## src/rtl/serial_adder_if.sv

```systemverilog
// Request/result bundle for the bit-serial adder/subtractor.
// The master side drives operands and start; the slave side (the adder)
// returns busy/done and the held result.
interface serial_adder_if #(
  parameter int WIDTH = 8
) ();
  logic             start;
  logic             sub;
  logic             cin;
  logic [WIDTH-1:0] a;
  logic [WIDTH-1:0] b;
  logic             busy;
  logic             done;
  logic [WIDTH-1:0] sum;
  logic             cout;
  logic             overflow;

  modport master (
    output start, sub, cin, a, b,
    input  busy, done, sum, cout, overflow
  );

  modport slave (
    input  start, sub, cin, a, b,
    output busy, done, sum, cout, overflow
  );
endinterface

```

## src/rtl/serial_adder.sv

```systemverilog
// Bit-serial adder/subtractor: operands are captured on start and summed
// LSB-first through one full-adder slice with a registered carry. Result,
// carry-out and signed overflow are published with a one-cycle done pulse
// and held until the next completion.
module serial_adder #(
  parameter int WIDTH = 8,
  parameter int CNT_W = $clog2(WIDTH + 1)
) (
  input  logic          clk,
  input  logic          rst_n,
  serial_adder_if.slave bus
);

  typedef enum logic [1:0] {
    S_IDLE = 2'd0,
    S_RUN  = 2'd1,
    S_DONE = 2'd2
  } state_t;

  localparam logic [CNT_W-1:0] LAST_CNT = CNT_W'(WIDTH - 1);

  state_t           r_state;
  logic [WIDTH-1:0] r_a;      // working operand A, shifted right each RUN cycle
  logic [WIDTH-1:0] r_b;      // working operand B (already inverted for subtract)
  logic [WIDTH-1:0] r_s;      // working sum, filled from the MSB end
  logic             r_c;      // running carry
  logic [CNT_W-1:0] r_cnt;    // bit position being processed
  logic             r_busy;
  logic             r_done;
  logic [WIDTH-1:0] r_sum;
  logic             r_cout;
  logic             r_ovf;

  logic             w_s;
  logic             w_c_next;
  logic             w_last;

  // Full-adder slice on the current LSBs and the registered carry.
  assign w_s      = r_a[0] ^ r_b[0] ^ r_c;
  assign w_c_next = (r_a[0] & r_b[0]) | (r_a[0] & r_c) | (r_b[0] & r_c);
  assign w_last   = (r_cnt == LAST_CNT);

  // Control FSM and datapath: capture, serial accumulate, publish result.
  always_ff @(posedge clk or negedge rst_n) begin
    if (!rst_n) begin
      r_state <= S_IDLE;
      r_a     <= {WIDTH{1'b0}};
      r_b     <= {WIDTH{1'b0}};
      r_s     <= {WIDTH{1'b0}};
      r_c     <= 1'b0;
      r_cnt   <= {CNT_W{1'b0}};
      r_busy  <= 1'b0;
      r_done  <= 1'b0;
      r_sum   <= {WIDTH{1'b0}};
      r_cout  <= 1'b0;
      r_ovf   <= 1'b0;
    end else begin
      case (r_state)
        S_IDLE, S_DONE: begin
          r_done <= 1'b0;
          if (bus.start) begin
            // Subtract is a + ~b + 1: invert B and force the carry-in.
            r_a     <= bus.a;
            r_b     <= bus.sub ? ~bus.b : bus.b;
            r_c     <= bus.sub | bus.cin;
            r_s     <= {WIDTH{1'b0}};
            r_cnt   <= {CNT_W{1'b0}};
            r_busy  <= 1'b1;
            r_state <= S_RUN;
          end else begin
            r_busy  <= 1'b0;
            r_state <= S_IDLE;
          end
        end
        S_RUN: begin
          r_a   <= r_a >> 1;
          r_b   <= r_b >> 1;
          r_s   <= {w_s, r_s[WIDTH-1:1]};
          r_c   <= w_c_next;
          r_cnt <= r_cnt + CNT_W'(1);
          if (w_last) begin
            // r_c here is the carry into the MSB; w_c_next is the carry out.
            r_sum   <= {w_s, r_s[WIDTH-1:1]};
            r_cout  <= w_c_next;
            r_ovf   <= r_c ^ w_c_next;
            r_busy  <= 1'b0;
            r_done  <= 1'b1;
            r_state <= S_DONE;
          end else begin
            r_busy  <= 1'b1;
            r_done  <= 1'b0;
            r_state <= S_RUN;
          end
        end
        default: begin
          r_busy  <= 1'b0;
          r_done  <= 1'b0;
          r_state <= S_IDLE;
        end
      endcase
    end
  end

  assign bus.busy     = r_busy;
  assign bus.done     = r_done;
  assign bus.sum      = r_sum;
  assign bus.cout     = r_cout;
  assign bus.overflow = r_ovf;

endmodule

```

## src/flat_wrapper.sv

```systemverilog
// flat-port wrapper written by rule: the top's interface ports become plain ports
module serial_adder_flat 
#(
  parameter int WIDTH = 8,
  parameter int CNT_W = $clog2(WIDTH + 1)
)
  (clk, rst_n, bus_start, bus_sub, bus_cin, bus_a, bus_b, bus_busy, bus_done, bus_sum, bus_cout, bus_overflow);
  serial_adder_if #(.WIDTH(WIDTH)) bus_i ();
  input  logic clk;
  input  logic rst_n;
  input wire logic [$bits(bus_i.start)-1:0] bus_start;
  input wire logic [$bits(bus_i.sub)-1:0] bus_sub;
  input wire logic [$bits(bus_i.cin)-1:0] bus_cin;
  input wire logic [$bits(bus_i.a)-1:0] bus_a;
  input wire logic [$bits(bus_i.b)-1:0] bus_b;
  output wire logic [$bits(bus_i.busy)-1:0] bus_busy;
  output wire logic [$bits(bus_i.done)-1:0] bus_done;
  output wire logic [$bits(bus_i.sum)-1:0] bus_sum;
  output wire logic [$bits(bus_i.cout)-1:0] bus_cout;
  output wire logic [$bits(bus_i.overflow)-1:0] bus_overflow;
  assign bus_i.start = bus_start;
  assign bus_i.sub = bus_sub;
  assign bus_i.cin = bus_cin;
  assign bus_i.a = bus_a;
  assign bus_i.b = bus_b;
  assign bus_busy = bus_i.busy;
  assign bus_done = bus_i.done;
  assign bus_sum = bus_i.sum;
  assign bus_cout = bus_i.cout;
  assign bus_overflow = bus_i.overflow;
  serial_adder #(.WIDTH(WIDTH), .CNT_W(CNT_W)) u_core (.clk(clk), .rst_n(rst_n), .bus(bus_i));
endmodule
```

## config.mk

```make
export PLATFORM = sky130hd
export DESIGN_NAME = serial_adder_flat
export DESIGN_NICKNAME = d
export VERILOG_FILES = /design/src/rtl/serial_adder_if.sv /design/src/rtl/serial_adder.sv /design/src/flat_wrapper.sv
export SDC_FILE = /design/constraint.sdc
export NUM_CORES = 1
export LEC_CHECK = 0
export ABC_AREA = 0
export CORE_ASPECT_RATIO = 0.6
export CORE_MARGIN = 4
export CORE_UTILIZATION = 40
export CTS_BUF_LIST = sky130_fd_sc_hd__clkbuf_2
export DETAILED_ROUTE_END_ITERATION = 10
export PLACE_DENSITY = 0.72
export SLEW_MARGIN = 20
export SYNTH_ARGS = -nofsm -noshare
export SYNTH_HDL_FRONTEND = slang
export SYNTH_SLANG_ARGS = --single-unit
```

## constraint.sdc

```tcl
create_clock -name clk -period 1.5 [get_ports clk]
set_input_delay 0.3 -clock clk [delete_from_list [all_inputs] [get_ports clk]]
set_output_delay 0.3 -clock clk [all_outputs]
set_load 0.005 [all_outputs]
```

## After elaboration in Yosys (flattened, before gate mapping)

Index checks and enable logic that the tools add are counted.

| operators by class | value |
|---|---|
| equal/unequal tests | 4 |
| $add $sub $neg | 1 |
| reduce and logical (&&, ||, !) cells | 5 |
| $mul | 0 |
| divide/modulo/power cells | 0 |
| shift operators | 0 |
| mux-type cells | 19 |
| bitwise operators | 10 |
| order comparisons | 0 |

Operators with widths:

| cell | count |
|---|---|
| one-hot mux 8 bit (2 select lines) | 3 |
| 2-to-1 mux 8 bit | 4 |
| inverter 8 bit | 1 |
| one-hot mux 4 bit (2 select lines) | 1 |
| 2-to-1 mux 1 bit | 6 |
| adder 4 x 1 -> 4 bit (second input constant) | 1 |
| equality test 4 x 3 -> 1 bit (second input constant) | 1 |
| 2-to-1 mux 4 bit | 1 |
| one-hot mux 1 bit (2 select lines) | 2 |
| one-hot mux 2 bit (2 select lines) | 1 |
| AND reduction 2 bit | 2 |
| bitwise AND 1 bit | 3 |
| OR 1 bit | 3 |
| bitwise XOR 1 bit | 3 |
| equality test 2 x 1 -> 1 bit (second input constant) | 1 |
| equality test 2 bit (second input constant) | 1 |
| logical NOT 2 bit | 1 |
| 2-to-1 mux 2 bit | 1 |
| inequality test 2 bit (second input constant) | 1 |
| nonzero test 2 bit | 1 |
| OR reduction 2 bit | 1 |

| word-level totals | value |
|---|---|
| RAM bits | 0 |
| bits in registers | 43 |
| bits in latches | 0 |
| bits in read-only memories | 0 |
| memories | 0 |
| output and inout port bits | 12 |
| bits of input ports | 21 |

## Depth between registers and ports, before layout

Gate-level depths: netlist of run 1.

| logic depth | value |
|---|---|
| depth in word-level cells | 4 |
| depth in mapped cells | 5 |
| depth with buffers taken out | 4 |

## Worst setup path before layout of run 1

OpenSTA, ideal clock, no wires.

| timing path | value |
|---|---|
| path type | flip-flop to flip-flop |
| start point | register u_core.r_cnt[0] |
| end point | register u_core.r_cout (netlist: u_core.bus.cout) |
| path buffers | 1 |
| library setup time | 0.125 ns |
| slack | 0.051 ns |
| cell stages (with the launch flop) | 6 |
| arrival | 1.325 ns |
| cell sequence | dfrtp_1 > ha_1 > nand2_1 > nor3b_2 > buf_4 > mux2_2 |

| between the ends | value |
|---|---|
| word-level cells in the longest chain between the ends | 2 |

Ends and longest elaborated chain:

| item | RTL line | RTL |
|---|---|---|
| start, declared | serial_adder.sv:27 | `logic [CNT_W-1:0] r_cnt;` |
| start signal, assigned | serial_adder.sv:51 | `r_cnt <= {CNT_W{1'b0}};` |
| start signal, assigned | serial_adder.sv:67 | `r_cnt <= {CNT_W{1'b0}};` |
| start signal, assigned | serial_adder.sv:80 | `r_cnt <= r_cnt + CNT_W'(1);` |
| equality test 4 x 3 -> 1 bit | serial_adder.sv:41 | `assign w_last = (r_cnt == LAST_CNT);` |
| AND reduction 2 bit (no line) | -- |  |
| end signal, assigned | serial_adder.sv:84 | `r_cout <= w_c_next;` |
| end, declared | serial_adder.sv:31 | `logic r_cout;` |

No other way between the ends.
A chain may end at the register's enable or synchronous reset.

## Final worst setup path of run 1

| timing path | value |
|---|---|
| start point | register u_core.r_cnt[0] |
| end point | register u_core.r_sum[4] (netlist: u_core.bus.sum[4]) |

| between the ends | value |
|---|---|
| word-level cells in the longest chain between the ends | 2 |

Ends and longest elaborated chain:

| item | RTL line | RTL |
|---|---|---|
| equality test 4 x 3 -> 1 bit | serial_adder.sv:41 |  |
| AND reduction 2 bit (no line) | -- |  |
| end signal, assigned | serial_adder.sv:54 | `r_sum <= {WIDTH{1'b0}};` |
| end signal, assigned | serial_adder.sv:83 | `r_sum <= {w_s, r_s[WIDTH-1:1]};` |
| end, declared | serial_adder.sv:30 | `logic [WIDTH-1:0] r_sum;` |

No other way between the ends.

==> results.yml, run 1 <==
clock_network:
  clk_pin_slew_worst_paths_ps: 210
  root_buffer: "clkbuf_2"
  clock-sinks: 41
  clock_latency_ps: 390
  cts.path.max_buffers: 2
  htreeDepth: 2
  cts_tree: "yes"
  cts_made_buffers: 5
sta:
  setup_ws_ps: 1.52
  fin_skew_ps: 16.8
  slew_headroom_pct: 74.0
  fin_crit_sh_pct: 99.9
  period_needed_ps: 1500
  tightest_slew_ps: 389
  rsz0062_at_grt: "true"
  clock.fmax_ghz: 0.667
  fin_hold_ws_ps: 326
  drv_slew: 0
  hold_violations: 0
  setup_viol: 0
setup_path:
  cp.required_ps: 1810
  critPathLaunchType: "register"
  ff2ff_setup_slack_ps: 2
  slowest_stage: "dfrtp_1"
  path_cells: "ha_2, nand2_2, nor3b_2, buf_6, mux2_2"
  path_max_fanout: 11
  critPathArrivalTime_ps: 1810
  criticalPathCategory: "register to register"
  slowest_delay_ps: 400
  cp-end-kind: "register"
cells_and_area:
  fin_area_sq_um: 2340
  nets: 199
  area_growth_pct: 35.3
  drive_above_1_share_pct: 24.9
  antenna_cells: 0
  post-route-util_pct: 56.4
yosys:
  synth_top_area_cell: "dfrtp_1"
  avgSynthCellArea_sq_um: 13.5
  synthCells: 128
  syn_nets: 151
  synth_seq_cells: 41
  netlist_area_sq_um: 1730
  synth_cell_type_count: 23
  netlist.area_leader.share_pct: 59.4
  yosysWarningCount: 0
  synth-seq-area-share_pct: 59.4
  synth_area_leaders: "dfrtp_1, a22o_1, mux2_2"
floorplanning:
  fp-row-count: 18
  core_sq_um: 4140
  pin_count: 33
  start_util_pct: 41.7
  die_h_um: 58.9
  die_w_um: 92.9
  dieArea_sq_um: 5470
placement:
  dpl_cell_area_sq_um: 2210
  dp_slack_ps: -330
  numPortBuffers: 32
  detailed_place_hpwl_um: 2500
  gp_congestion: 0.748
job:
  maxCapViolCount: 0
pwr:
  power_mw: 4.57
  cellPowerDensity_nw_per_um2: 1950
  p_leak_nw: 1.14
  ir_worst_vdd_mv: 0.782
detailed_routing:
  routed_via_density: 5.02
  drc: 0
  vias: 1189
  drt-initial-drc-count: 53
  wl_per_cell_um: 14.1
  drt-total-wl_um: 3330
  drt-pass1-iter-count: 4
  drtAntennaViolNets: 0
global_routing:
  track_usage_pct: 13.6
  grt_overflow: 0
  antenna_found_initial: 0
  grt_pass1_vias: 1211
  grt_pass1_wl_um: 5700
  grt_max_degree: 26
hold_path:
  hp-class: "primary input to asynchronous set/reset pin"
outcome:
  status: "finished clean"
==> sequential cells by signal, summed over array words and instances (netlist names) <==
name	flops
u_core.bus.overflow	1
u_core.bus.done	1
u_core.r_b	8
u_core.r_c	1
u_core.r_a	8
u_core.bus.cout	1
u_core.bus.sum	8
u_core.r_state	2
u_core.r_cnt	4
u_core.r_s	7
==> power breakdown <==
group	total [mW]	switching, mW	internal, mW
registers	1.88	0.302	1.58
logic	1.89	0.772	1.12
clock network	0.798	0.351	0.447
total	4.57	1.43	3.14
==> cell usage after synthesis <==
master and n:
a21o_1 7, a221o_1 8, a22o_1 18, and2b_1 1, buf_2 5, buf_4 2, clkbuf_1 2, dfrtp_1 41
fa_1 1, ha_1 1, mux2_2 11, mux2i_1 2, nand2_1 3, nand2b_1 1, nand4_1 1, nor2_1 9
nor2_2 1, nor2b_1 2, nor3b_1 1, nor3b_2 1, o21ai_0 1, xnor2_1 7, xor2_1 2
==> kinds of logic (layout without fill, tap and decap cells) <==
group	count (synthesis)	in the layout	synth area share (%)
XOR/XNOR	9	9	4.56
AO/OA/AOI/OAI	34	34	17.1
adder cells (fa/ha/maj)	2	2	1.88
AND/OR/NAND/NOR	20	20	6.01
multiplexers	13	13	8.33
flip-flops	41	41	59.4
buffers and inverters	9	58	2.75
==> layout make-up <==
type                            count  area [sq um]
Timing Repair Buffer               50           475
Clock inverter                      3          65.1
Fill cell                         357          1810
Multi-Input combinational cell     78           672
Tap cell                           60          75.1
Clock buffer                        5          25.0
Sequential cell                    41          1030
==> layer usage <==
metal	part of all wire [%]	wire length [um]	vias to the layer above	GRT usage (%)
li1	-	-	564	-
met2	48	1590	29	21.6
met4	0.63	21	0	4.38
met3	6.3	211	3	4.73
met5	0	0	-	0
met1	45	1510	593	17.7
==> through the flow <==
stage          instances  TNS (ps)
3_5_place_dp         225     -7450
6_report             237         0
3_3_place_gp         225     -5710
5_1_grt              237      -612
4_1_cts              237         0
2_1_floorplan        128         0
==> worst max-delay path, delay by kind of cell (launching register included) <==
kind	cells	cell delay, ps
buf+inv	1	190
mux	1	340
fa+ha+maj	1	210
simple gates	2	280
flops	1	400
==> worst paths after layout <==
kind	startpoint	endpoint	cells after the start
max	u_core.r_cnt[0]$_DFFE_PN0P_	u_core.bus.sum[4]$_DFFE_PN0P_	5
min	rst_n	u_core.bus.done$_DFF_PN0_	2
max reg2reg	u_core.r_cnt[0]$_DFFE_PN0P_	u_core.bus.sum[4]$_DFFE_PN0P_	5
min reg2reg	u_core.r_a[2]$_DFFE_PN0P_	u_core.r_a[2]$_DFFE_PN0P_	1
max in group asynchronous	rst_n	u_core.r_a[2]$_DFFE_PN0P_	3
min in group clk	u_core.r_a[2]$_DFFE_PN0P_	u_core.r_a[2]$_DFFE_PN0P_	1
==> what timing repair did <==
action / CTS / global route
hold endpoints to repair: 16 / 0
gates resized for setup: 16 / 5
setup buffers: 3 / 0
hold buffers: 1 / 0
setup endpoints to repair: 22 / 34
cloned: 0 / 0
==> layout by cell type (no fill, tap or decap), types with 3 or more instances in the layout <==
master and instances:
a21o_1 7, nor2_1 9, clkdlybuf4s50_1 19, a221o_1 8
dlygate4sd2_1 11, clkbuf_2 6, a22o_1 18, xnor2_1 7
buf_4 13, buf_12 3, mux2_2 10, dfrtp_1 41
No activity file was read; power rests on OpenSTA's default activity.
==> run 2, diff against run 1 <==
PLACE_DENSITY = 0.79   (was 0.72)
==> results.yml, run 2 (synthesis results as in run 1) <==
clock_network:
  clock_latency_ps: 410
  htreeDepth: 2
  clock-sinks: 41
  cts_made_buffers: 5
  cts_tree: "yes"
  clk_pin_slew_worst_paths_ps: 220
  cts.path.max_buffers: 2
  root_buffer: "clkbuf_2"
pwr:
  cellPowerDensity_nw_per_um2: 2010
  ir_worst_vdd_mv: 0.689
  p_leak_nw: 1.20
  power_mw: 4.90
sta:
  setup_ws_ps: -80.9
  hold_violations: 0
  setup_viol: 10
  slew_headroom_pct: 66.7
  clock.fmax_ghz: 0.633
  fin_setup_tns_ps: -559
  fin_crit_sh_pct: 105
  drv_slew: 0
  tightest_slew_ps: 500
  fin_skew_ps: 22.0
  fin_hold_ws_ps: 446
  period_needed_ps: 1580
  rsz0062_at_grt: "true"
global_routing:
  track_usage_pct: 13.8
  grt_pass1_wl_um: 5710
  grt_pass1_vias: 1188
  antenna_found_initial: 0
  grt_max_degree: 42
  grt_overflow: 0
floorplanning:
  start_util_pct: 41.7
  fp-row-count: 18
  die_w_um: 92.9
  dieArea_sq_um: 5470
  die_h_um: 58.9
  core_sq_um: 4140
  pin_count: 33
detailed_routing:
  wl_per_cell_um: 14.6
  drc: 0
  drt-initial-drc-count: 62
  drtAntennaViolNets: 0
  drt-pass1-iter-count: 4
  drt-total-wl_um: 3580
  routed_via_density: 5.01
  vias: 1232
placement:
  detailed_place_hpwl_um: 2390
  dp_cells: 224
  numPortBuffers: 32
  gp_congestion: 0.754
  dp_slack_ps: -231
  dpl_cell_area_sq_um: 2180
outcome:
  violations: "negative setup slack"
  status: "complete, but fails checks"
cells_and_area:
  post-route-util_pct: 59.0
  fin_area_sq_um: 2440
  drive_above_1_share_pct: 28.0
  nets: 208
  fillers: 360
  antenna_cells: 0
  finalNonFillerCells: 246
  area_growth_pct: 41.5
  final_common_cell: "dfrtp_1"
  final_cell_mix: "dfrtp_1, buf_4, clkdlybuf4s50_1"
setup_path:
  criticalPathCategory: "register to register"
  cp.required_ps: 1820
  critPathArrivalTime_ps: 1900
  path_max_fanout: 6
  cp-end-kind: "register"
  critPathLaunchType: "register"
job:
  maxCapViolCount: 0
hold_path:
  hp-class: "primary input to asynchronous set/reset pin"
[run 2: repair_timing]
action	4_1_cts	5_1_grt
resized for setup	14	18
gates cloned	0	1
pin swaps	1	4
hold endpoints to repair	41	0
setup buffers	5	7
endpoints found under the setup margin	22	36
hold buffers	1	0
[run 2: worst paths after layout]
kind                            cells past startpoint                   startpoint  slack (ps)                             to
worst max-delay path                                5  u_core.r_cnt[1]$_DFFE_PN0P_         -80  u_core.bus.sum[5]$_DFFE_PN0P_
worst min-delay path                                3                        rst_n         450  u_core.bus.sum[0]$_DFFE_PN0P_
worst max register to register                      5  u_core.r_cnt[1]$_DFFE_PN0P_         -80  u_core.bus.sum[5]$_DFFE_PN0P_
worst min register to register                      1    u_core.r_a[5]$_DFFE_PN0P_         510      u_core.r_a[5]$_DFFE_PN0P_
max in group asynchronous                           3                        rst_n         690      u_core.r_b[4]$_DFFE_PN0P_
min in group clk                                    2                     bus_a[7]         480      u_core.r_a[7]$_DFFE_PN0P_
[run 2: metal layers]
layer / vias up / part of all wire, % / global-route usage (%)
met5: - / 0 / 0
met4: 0 / 1.1 / 5.01
met3: 5 / 6.5 / 4.85
met2: 43 / 46 / 20.3
met1: 602 / 47 / 19.0
li1: 582 / - / -
[run 2: worst max-delay path, cell delays in order (launching register included)]
cell	delay (ps)
dfrtp_1	420
ha_2	200
nand2_2	80
nor3b_4	290
buf_6	190
mux2_4	310
[run 2: power by group]
part	internal [mW]	total [mW]	switching [mW]	leakage (nW)
Combinational	1.34	2.18	0.833	0.626
Sequential	1.58	1.90	0.320	0.524
Clock	0.455	0.832	0.378	0.0536
Total	3.37	4.90	1.53	1.20
[run 2: area by class of cell]
type / instances / area (sq um) / area share [%]
Clock buffer: 5 / 25.0 / 1.02
Timing Repair Buffer: 59 / 541 / 22.1
Sequential cell: 41 / 1030 / 42.0
Clock inverter: 3 / 68.8 / 2.81
Multi-Input combinational cell: 78 / 709 / 29.0
Tap cell: 60 / 75.1 / 3.07
